===== src/rtl/sensor_sched_pkg.sv =====
// Shared types and constants for the sensor poll scheduler: FSM states,
// sensor selection, host command bytes and frame tag bytes.
package sensor_sched_pkg;

   typedef enum logic [2:0] {
      IDLE,
      START,
      WAIT,
      TX_TAG,
      TX_HI,
      TX_LO
   } state_t;

   typedef enum logic {
      SEL_DHT,
      SEL_HC
   } sel_t;

   localparam logic [7:0] CMD_T    = 8'h54;
   localparam logic [7:0] CMD_D    = 8'h44;
   localparam logic [7:0] CMD_AUTO = 8'h41;
   localparam logic [7:0] CMD_STOP = 8'h53;

   localparam logic [7:0] TAG_T   = 8'h54;
   localparam logic [7:0] TAG_D   = 8'h44;
   localparam logic [7:0] TAG_ERR = 8'h45;

   function automatic logic [7:0] sensor_tag(input sel_t sel);
      return (sel == SEL_DHT) ? TAG_T : TAG_D;
   endfunction

endpackage


===== src/rtl/sensor_poll_scheduler_period_timer.sv =====
// Wrap counter 0..PERIOD-1 with enable and synchronous clear; tick is high
// for the one cycle in which the enabled counter sits on its last value.
module period_timer #(
   parameter int unsigned PERIOD = 16
) (
   input  logic clk,
   input  logic rst,
   input  logic en,
   input  logic clr,
   output logic tick
);

   localparam int W = (PERIOD > 1) ? $clog2(PERIOD) : 1;
   localparam logic [W-1:0] LAST = W'(PERIOD - 1);

   logic [W-1:0] count;

   always_ff @(posedge clk) begin
      if (rst || clr) begin
         count <= '0;
      end else if (en) begin
         count <= (count == LAST) ? '0 : count + 1'b1;
      end
   end

   assign tick = en && (count == LAST);

endmodule


===== src/rtl/sensor_poll_scheduler.sv =====
// Sequences DHT11 and HC-SR04 measurements from host commands or auto-poll,
// waits for each result with a timeout, and sends it as a 3-byte UART frame.
module sensor_poll_scheduler
   import sensor_sched_pkg::*;
#(
   parameter int unsigned PERIOD_CYCLES  = 100_000_000,
   parameter int unsigned TIMEOUT_CYCLES = 50_000_000
) (
   input  logic        clk,
   input  logic        rst,
   input  logic        cmd_valid,
   input  logic [7:0]  cmd_byte,
   output logic [7:0]  uart_tx,
   output logic        uart_tx_valid,
   input  logic        uart_ready,
   output logic        dht11_start,
   input  logic [15:0] dht11_data,
   input  logic        dht11_data_available,
   output logic        hc_sr04_start,
   input  logic [15:0] hc_sr04_data,
   input  logic        hc_sr04_data_available,
   output logic        busy,
   output logic        auto_active
);

   localparam int TW = (TIMEOUT_CYCLES > 1) ? $clog2(TIMEOUT_CYCLES) : 1;
   localparam logic [TW-1:0] TIMEOUT_LOAD = TW'(TIMEOUT_CYCLES - 1);

   state_t        state;
   sel_t          sel;
   sel_t          last_served;
   logic          pend_t;
   logic          pend_d;
   logic [TW-1:0] timer;
   logic          dht_avail_q;
   logic          hc_avail_q;
   logic [7:0]    byte_hi;
   logic [7:0]    byte_lo;

   logic cmd_t, cmd_d, cmd_auto, cmd_stop;
   logic tick;
   logic dht_rise, hc_rise, sel_rise;

   assign cmd_t    = cmd_valid && (cmd_byte == CMD_T);
   assign cmd_d    = cmd_valid && (cmd_byte == CMD_D);
   assign cmd_auto = cmd_valid && (cmd_byte == CMD_AUTO);
   assign cmd_stop = cmd_valid && (cmd_byte == CMD_STOP);

   assign dht_rise = dht11_data_available && !dht_avail_q;
   assign hc_rise  = hc_sr04_data_available && !hc_avail_q;
   assign sel_rise = (sel == SEL_DHT) ? dht_rise : hc_rise;

   assign busy = (state != IDLE);

   period_timer #(
      .PERIOD(PERIOD_CYCLES)
   ) u_period_timer (
      .clk (clk),
      .rst (rst),
      .en  (auto_active),
      .clr (cmd_auto || cmd_stop),
      .tick(tick)
   );

   always_ff @(posedge clk) begin
      if (rst) begin
         state         <= IDLE;
         sel           <= SEL_DHT;
         last_served   <= SEL_HC;
         pend_t        <= 1'b0;
         pend_d        <= 1'b0;
         timer         <= '0;
         dht_avail_q   <= 1'b0;
         hc_avail_q    <= 1'b0;
         byte_hi       <= '0;
         byte_lo       <= '0;
         uart_tx       <= '0;
         uart_tx_valid <= 1'b0;
         dht11_start   <= 1'b0;
         hc_sr04_start <= 1'b0;
         auto_active   <= 1'b0;
      end else begin
         dht_avail_q   <= dht11_data_available;
         hc_avail_q    <= hc_sr04_data_available;
         dht11_start   <= 1'b0;
         hc_sr04_start <= 1'b0;

         if (cmd_auto) begin
            auto_active <= 1'b1;
         end else if (cmd_stop) begin
            auto_active <= 1'b0;
         end

         case (state)
            IDLE: begin
               if (pend_t || pend_d) begin
                  // Round-robin: on a tie, serve the sensor not served last.
                  if (pend_t && (!pend_d || last_served == SEL_HC)) begin
                     sel         <= SEL_DHT;
                     last_served <= SEL_DHT;
                     pend_t      <= 1'b0;
                  end else begin
                     sel         <= SEL_HC;
                     last_served <= SEL_HC;
                     pend_d      <= 1'b0;
                  end
                  state <= START;
               end
            end
            START: begin
               dht11_start   <= (sel == SEL_DHT);
               hc_sr04_start <= (sel == SEL_HC);
               timer         <= TIMEOUT_LOAD;
               state         <= WAIT;
            end
            WAIT: begin
               if (sel_rise) begin
                  uart_tx            <= sensor_tag(sel);
                  {byte_hi, byte_lo} <= (sel == SEL_DHT) ? dht11_data : hc_sr04_data;
                  uart_tx_valid      <= 1'b1;
                  state              <= TX_TAG;
               end else if (timer == '0) begin
                  uart_tx       <= TAG_ERR;
                  byte_hi       <= sensor_tag(sel);
                  byte_lo       <= 8'h00;
                  uart_tx_valid <= 1'b1;
                  state         <= TX_TAG;
               end else begin
                  timer <= timer - 1'b1;
               end
            end
            TX_TAG: begin
               if (uart_ready) begin
                  uart_tx <= byte_hi;
                  state   <= TX_HI;
               end
            end
            TX_HI: begin
               if (uart_ready) begin
                  uart_tx <= byte_lo;
                  state   <= TX_LO;
               end
            end
            TX_LO: begin
               if (uart_ready) begin
                  uart_tx       <= '0;
                  uart_tx_valid <= 1'b0;
                  state         <= IDLE;
               end
            end
            default: state <= IDLE;
         endcase

         // NOTE: these sets come after the IDLE clear, so as later non-blocking
         // assignments they win: a request arriving while its own sensor is
         // being selected still causes one more measurement.
         if (cmd_t || tick) begin
            pend_t <= 1'b1;
         end
         if (cmd_d || tick) begin
            pend_d <= 1'b1;
         end
      end
   end

endmodule


===== config.mk =====
export PLATFORM = sky130hd
export DESIGN_NAME = sensor_poll_scheduler
export DESIGN_NICKNAME = d
export VERILOG_FILES = /design/src/rtl/sensor_sched_pkg.sv /design/src/rtl/sensor_poll_scheduler_period_timer.sv /design/src/rtl/sensor_poll_scheduler.sv
export SDC_FILE = /design/constraint.sdc
export NUM_CORES = 1
export LEC_CHECK = 0
export BUFFER_PORTS_ARGS = -buffer_cell sky130_fd_sc_hd__buf_2
export CAP_MARGIN = 10
export CORE_ASPECT_RATIO = 1.5
export CORE_UTILIZATION = 46
export CTS_CLUSTER_SIZE = 28
export DETAILED_ROUTE_END_ITERATION = 12
export PLACE_DENSITY = 0.7
export RECOVER_POWER = 25
export SKIP_LAST_GASP = 1
export SLEW_MARGIN = 5
export SYNTH_ARGS = -nofsm -noshare
export SYNTH_HDL_FRONTEND = slang
export SYNTH_SLANG_ARGS = --single-unit
export TNS_END_PERCENT = 1

===== constraint.sdc =====
create_clock -name clk -period 4.7 [get_ports clk]
set_input_delay 1.41 -clock clk [delete_from_list [all_inputs] [get_ports clk]]
set_output_delay 1.41 -clock clk [all_outputs]
set_load 0.02 [all_outputs]

After elaboration in Yosys (flattened, before gate mapping)
Cells that the tools add are included.
{"block": "totals", "ff_bits": 90, "wordCells": 116}
{"block": "classes", "add_sub_neg": 2, "n_eq_ne": 18, "mux": 39, "bitwise_logic": 2, "reduce_logical": 39}
{"operator": "2-to-1 mux 8 bit", "count": 9}
{"operator": "2-to-1 mux 26 bit", "count": 2}
{"operator": "one-hot mux 26 bit (2 select lines)", "count": 1}
{"operator": "== test 8 x 7 -> 1 bit, second input constant", "count": 4}
{"operator": "one-hot mux 8 bit (4 select lines)", "count": 1}
{"operator": "adder 27 x 1 -> 27 bit, second input constant", "count": 1}
{"operator": "== test 27 bit, second input constant", "count": 1}
{"operator": "2-to-1 mux 27 bit", "count": 1}
{"operator": "zero test 26 bit", "count": 1}
{"operator": "subtractor 26 x 1 -> 26 bit, second input constant", "count": 1}
{"operator": "2-to-1 mux 3 bit", "count": 6}
{"operator": "one-hot mux 3 bit (6 select lines)", "count": 1}
{"operator": "nonzero test 2 bit", "count": 9}
{"operator": "2-to-1 mux 16 bit", "count": 1}
{"operator": "2-to-1 mux 1 bit", "count": 15}
{"operator": "!= test 2 bit, second input constant", "count": 6}
{"operator": "AND reduction 3 bit", "count": 4}
{"operator": "AND reduction 5 bit", "count": 2}
{"operator": "logical AND 1 bit", "count": 8}
{"operator": "== test 3 x 2 -> 1 bit, second input constant", "count": 2}
{"operator": "== test 3 bit, second input constant", "count": 2}
{"operator": "logical OR 1 bit", "count": 6}
{"operator": "2-to-1 mux 5 bit", "count": 1}
{"operator": "AND reduction 2 bit", "count": 2}
{"operator": "other kinds (10)", "count": 13}

Depth between registers and ports, before layout
{"block": "depth", "word_depth": 7, "ltp_mapped": 9}

Modules after synthesis
A second synthesis with hierarchy kept.
{"block": "hier_totals", "cells_unflattened": 518, "area_unflattened_um2": 4578.1}
{"module": "sensor_poll_scheduler", "n_inst": 1, "cells_each": 366, "area_each_um2": 3279.4}
{"module": "period_timer", "n_inst": 1, "cells_each": 152, "area_each_um2": 1298.7}

Worst setup path after synthesis
OpenSTA, ideal clock, no wires.
{"block": "synth_path", "path_type": "input to register", "startpoint": "in dht11_data_available", "endpoint": "reg uart_tx[0]", "setup_ns": 0.122, "arrival_time_ns": 2.870, "t_required_ns": 4.578, "slack_ns": 1.708, "cell_stages": 5, "cell_sequence": "or3b_2 and2_0 o311a_4 or2_4 o311a_1"}
{"block": "synth_between", "elab_chain_cells": 4, "word_cells_on_any_way": 6}
{"element": "start: declaration", "line": "sensor_poll_scheduler.sv:18", "source": "input logic dht11_data_available,"}
{"element": "logical AND 1 bit (*)", "line": "sensor_poll_scheduler.sv:49", "source": "assign dht_rise = dht11_data_available && !dht_avail_q;"}
{"element": "2-to-1 mux 1 bit (*)", "line": "sensor_poll_scheduler.sv:51", "source": "assign sel_rise = (sel == SEL_DHT) ? dht_rise : hc_rise;"}
{"element": "!= test 3 bit (no line) or 2-to-1 mux 8 bit (tied branches)"}
{"element": "AND reduction 5 bit (no line) or one-hot mux 8 bit (4 select lines) (tied branches)"}
{"element": "end signal: assignment", "line": "sensor_poll_scheduler.sv:118", "source": "uart_tx <= sensor_tag(sel);"}
{"element": "end signal: assignment", "line": "sensor_poll_scheduler.sv:134", "source": "uart_tx <= byte_hi;"}
{"element": "end signal: assignment", "line": "sensor_poll_scheduler.sv:140", "source": "uart_tx <= byte_lo;"}
{"element": "end: declaration", "line": "sensor_poll_scheduler.sv:13", "source": "output logic [7:0] uart_tx,"}
Every way passes the cells marked *; elsewhere a longest branch is shown, timed or not.
A chain may end at the register's enable or synchronous reset.

==> impl_metrics.json <==
{
  "status": "finished, final reports clean",
  "clockBufferDepth": 2,
  "startpoint_type": "primary input",
  "ys.flop_type": "dfxtp_1",
  "vias": 3890,
  "post_cts_buffers": 0,
  "syn_area_per_cell_um2": 8.68,
  "cts_sinks": 90,
  "antenna_found_initial": 0,
  "grt_pass1_wl_um": 16800,
  "tightest_slew_ns": 1.45,
  "start_util_pct": 47.0,
  "setup_viol": 0,
  "numCtsBuffers": 9,
  "post-route-period-util_pct": 75.7,
  "antenna_left": 0,
  "p_per_area_mw_per_mm2": 311,
  "grt_pass1_vias": 3721,
  "holdBufCountCts": 0,
  "netlist.area_leader.share_pct": 41.7,
  "rsz0062_at_grt": "false",
  "dp_slack_ns": 1.27,
  "slew_viol_final": 0,
  "synth_edf_count": 0,
  "core_mm2": 0.00920,
  "final_common_cell": "dfxtp_1",
  "yosys_warnings": 0,
  "final.setup.worst_slack_ns": 1.14,
  "maxCapViolations": 0,
  "ios": 59,
  "die_y_um": 121,
  "row_count": 43,
  "dr.pass1.iters": 4,
  "async_flop_share_pct": 0,
  "post-route-util_pct": 53.6,
  "clkLatencyLatePin_ns": 0.34,
  "end_kind": "flop",
  "drtIter0Drc": 152,
  "numPortBuffers": 58,
  "track_usage_pct": 22.2,
  "ys_seq_area_share_pct": 41.7,
  "dieArea_mm2": 0.00980,
  "irDropWorstVdd_v": 0.000249,
  "cts_htree_levels": 3,
  "yosys_register_bits": 90,
  "drive_gt1_share_pct": 13.5,
  "area_growth_pct": 14.0,
  "synth_area_mm2": 0.00432,
  "globalRouteOverflowTotal": 0,
  "cts_tree": "yes",
  "mostFrequentLayoutCells": "dfxtp_1, nor2_1, buf_2",
  "place_congestion": 0.787,
  "crit_path_max_fanout": 30,
  "clk_pin_slew_ns": 0.06,
  "crit_arrival_ns": 3.77,
  "cts_root_buf": "clkbuf_16",
  "hpwlAfterDp_um": 7240,
  "num_antenna_cells": 0,
  "synth_fp_nets": 546,
  "synth_cells": 498,
  "synth_cell_types": 60,
  "fin_crit_ns": 3.56,
  "hold_violations": 0,
  "nFillCells": 864,
  "routed_wl_um": 10100,
  "fin_tns_setup_ns": 0,
  "rrSetupSlack_ns": 1.51,
  "fin_nets": 593,
  "synth_top_area_cell": "dfxtp_1",
  "viasPerCell": 5.89,
  "fmax_ghz": 0.281,
  "grt_max_degree": 31,
  "synth_area_leaders": "dfxtp_1, xor2_1, nor2_1, mux2i_1, a21oi_1",
  "required_ns": 4.91,
  "hold_path.class": "flop to flop",
  "die_w_um": 81.2,
  "critPathKind": "primary input to flop",
  "drc": 0,
  "postCtsResizedCells": 0,
  "maxSlewHeadroom_pct": 3.53,
  "finClkSkew_ns": 0.00327,
  "wl_per_cell_um": 15.3,
  "p_leak_nw": 1.81
}
[Yosys cell counts, types with 3 or more instances]
library cell and count:
a211oi_1 5, a21oi_1 25, a221oi_1 3, a31oi_1 10, a32o_1 4, and2_0 3
and2_1 3, and3_1 11, and4_1 5, clkbuf_1 19, dfxtp_1 90, inv_1 13
mux2i_1 17, nand2_1 33, nand3_1 14, nand3b_1 4, nand4_1 15, nor2_1 50
nor2b_1 3, nor3_1 18, nor4_1 8, o211ai_1 7, o21a_1 3, o21ai_0 20
o2bb2ai_1 14, o31ai_1 5, or3_1 7, or3_2 5, or4_1 9, xnor2_1 10
xor2_1 27
[metrics by stage]
| stage | power (mW) | area [um2] | cells | hold slack, ns |
|---|---|---|---|---|
| after global placement | 0.845 | 4670 | 646 | 0.443 |
| after CTS | 1.55 | 4960 | 661 | 0.468 |
| final | 1.53 | 4930 | 661 | 0.467 |
| after floorplan | 0.817 | 4320 | 498 | 0.425 |
| after global routing | 1.58 | 4930 | 661 | 0.485 |
| after detailed placement | 0.846 | 4670 | 646 | 0.449 |
[layer usage]
metal	up-vias	part of all wire [%]	track usage [%]	wire length, um
met5	-	0	0	0
met4	0	2.3	10.8	229
met3	15	3.2	3.55	318
met2	90	52	39.0	5250
met1	1844	43	25.4	4290
li1	1941	-	-	-
[worst paths after layout]
path / cells past startpoint / to / start
max reg2reg: 7 / byte_lo[2]$_SDFFE_PP0P_ / timer[0]$_SDFFE_PP0P_
min: 1 / byte_lo[2]$_SDFFE_PP0P_ / byte_lo[2]$_SDFFE_PP0P_
min reg2reg: 1 / byte_lo[2]$_SDFFE_PP0P_ / byte_lo[2]$_SDFFE_PP0P_
max: 4 / byte_lo[2]$_SDFFE_PP0P_ / rst
[state kept, by name (all words and copies together), names as in the netlist]
| register | cells |
|---|---|
| byte_lo | 8 |
| auto_active | 1 |
| pend_d | 1 |
| state | 3 |
| byte_hi | 8 |
| hc_sr04_start | 1 |
| timer | 26 |
| pend_t | 1 |
| uart_tx_valid | 1 |
| last_served | 1 |
| uart_tx | 8 |
| dht_avail_q | 1 |
| sel | 1 |
| hc_avail_q | 1 |
| u_period_timer.count | 27 |
| dht11_start | 1 |
[cells by family (layout without fill, tap and decap cells)]
group                      count (synthesis)  after routing  share of synthesized area, %
muxes                                     17             17                          3.94
xor gates and xnor gates                  37             37                          7.50
buffers and inverters                     38             89                          3.39
and+or+nand+nor                          203            203                          25.2
DFF                                       90             90                          41.7
AOI/OAI and AO/OA                        111            111                          17.7
adders and majority gates                  2              2                         0.579
[power breakdown]
part | switching (mW) | total [mW] | leakage (nW) | internal, mW
clock | 0.282 | 0.706 | 0.136 | 0.424
combinational | 0.0372 | 0.0619 | 0.944 | 0.0247
sequential | 0.00164 | 0.766 | 0.725 | 0.765
[critical path: stages]
cell	delay (ns)
clkbuf_1	1.03
clkinv_1	0.64
nand2_1	0.54
o2bb2ai_1	0.14
[cell type report]
| type | instances | area (um2) | area share [%] |
|---|---|---|---|
| clock buffers | 13 | 250 | 5.08 |
| inverters | 14 | 52.6 | 1.07 |
| repair buffers | 60 | 284 | 5.76 |
| multi-input cells | 370 | 2360 | 47.9 |
| clock inverters | 2 | 37.5 | 0.761 |
| flip-flops and latches | 90 | 1800 | 36.5 |
| well taps | 112 | 140 | 2.84 |
(Power assumes the default switching activity.)
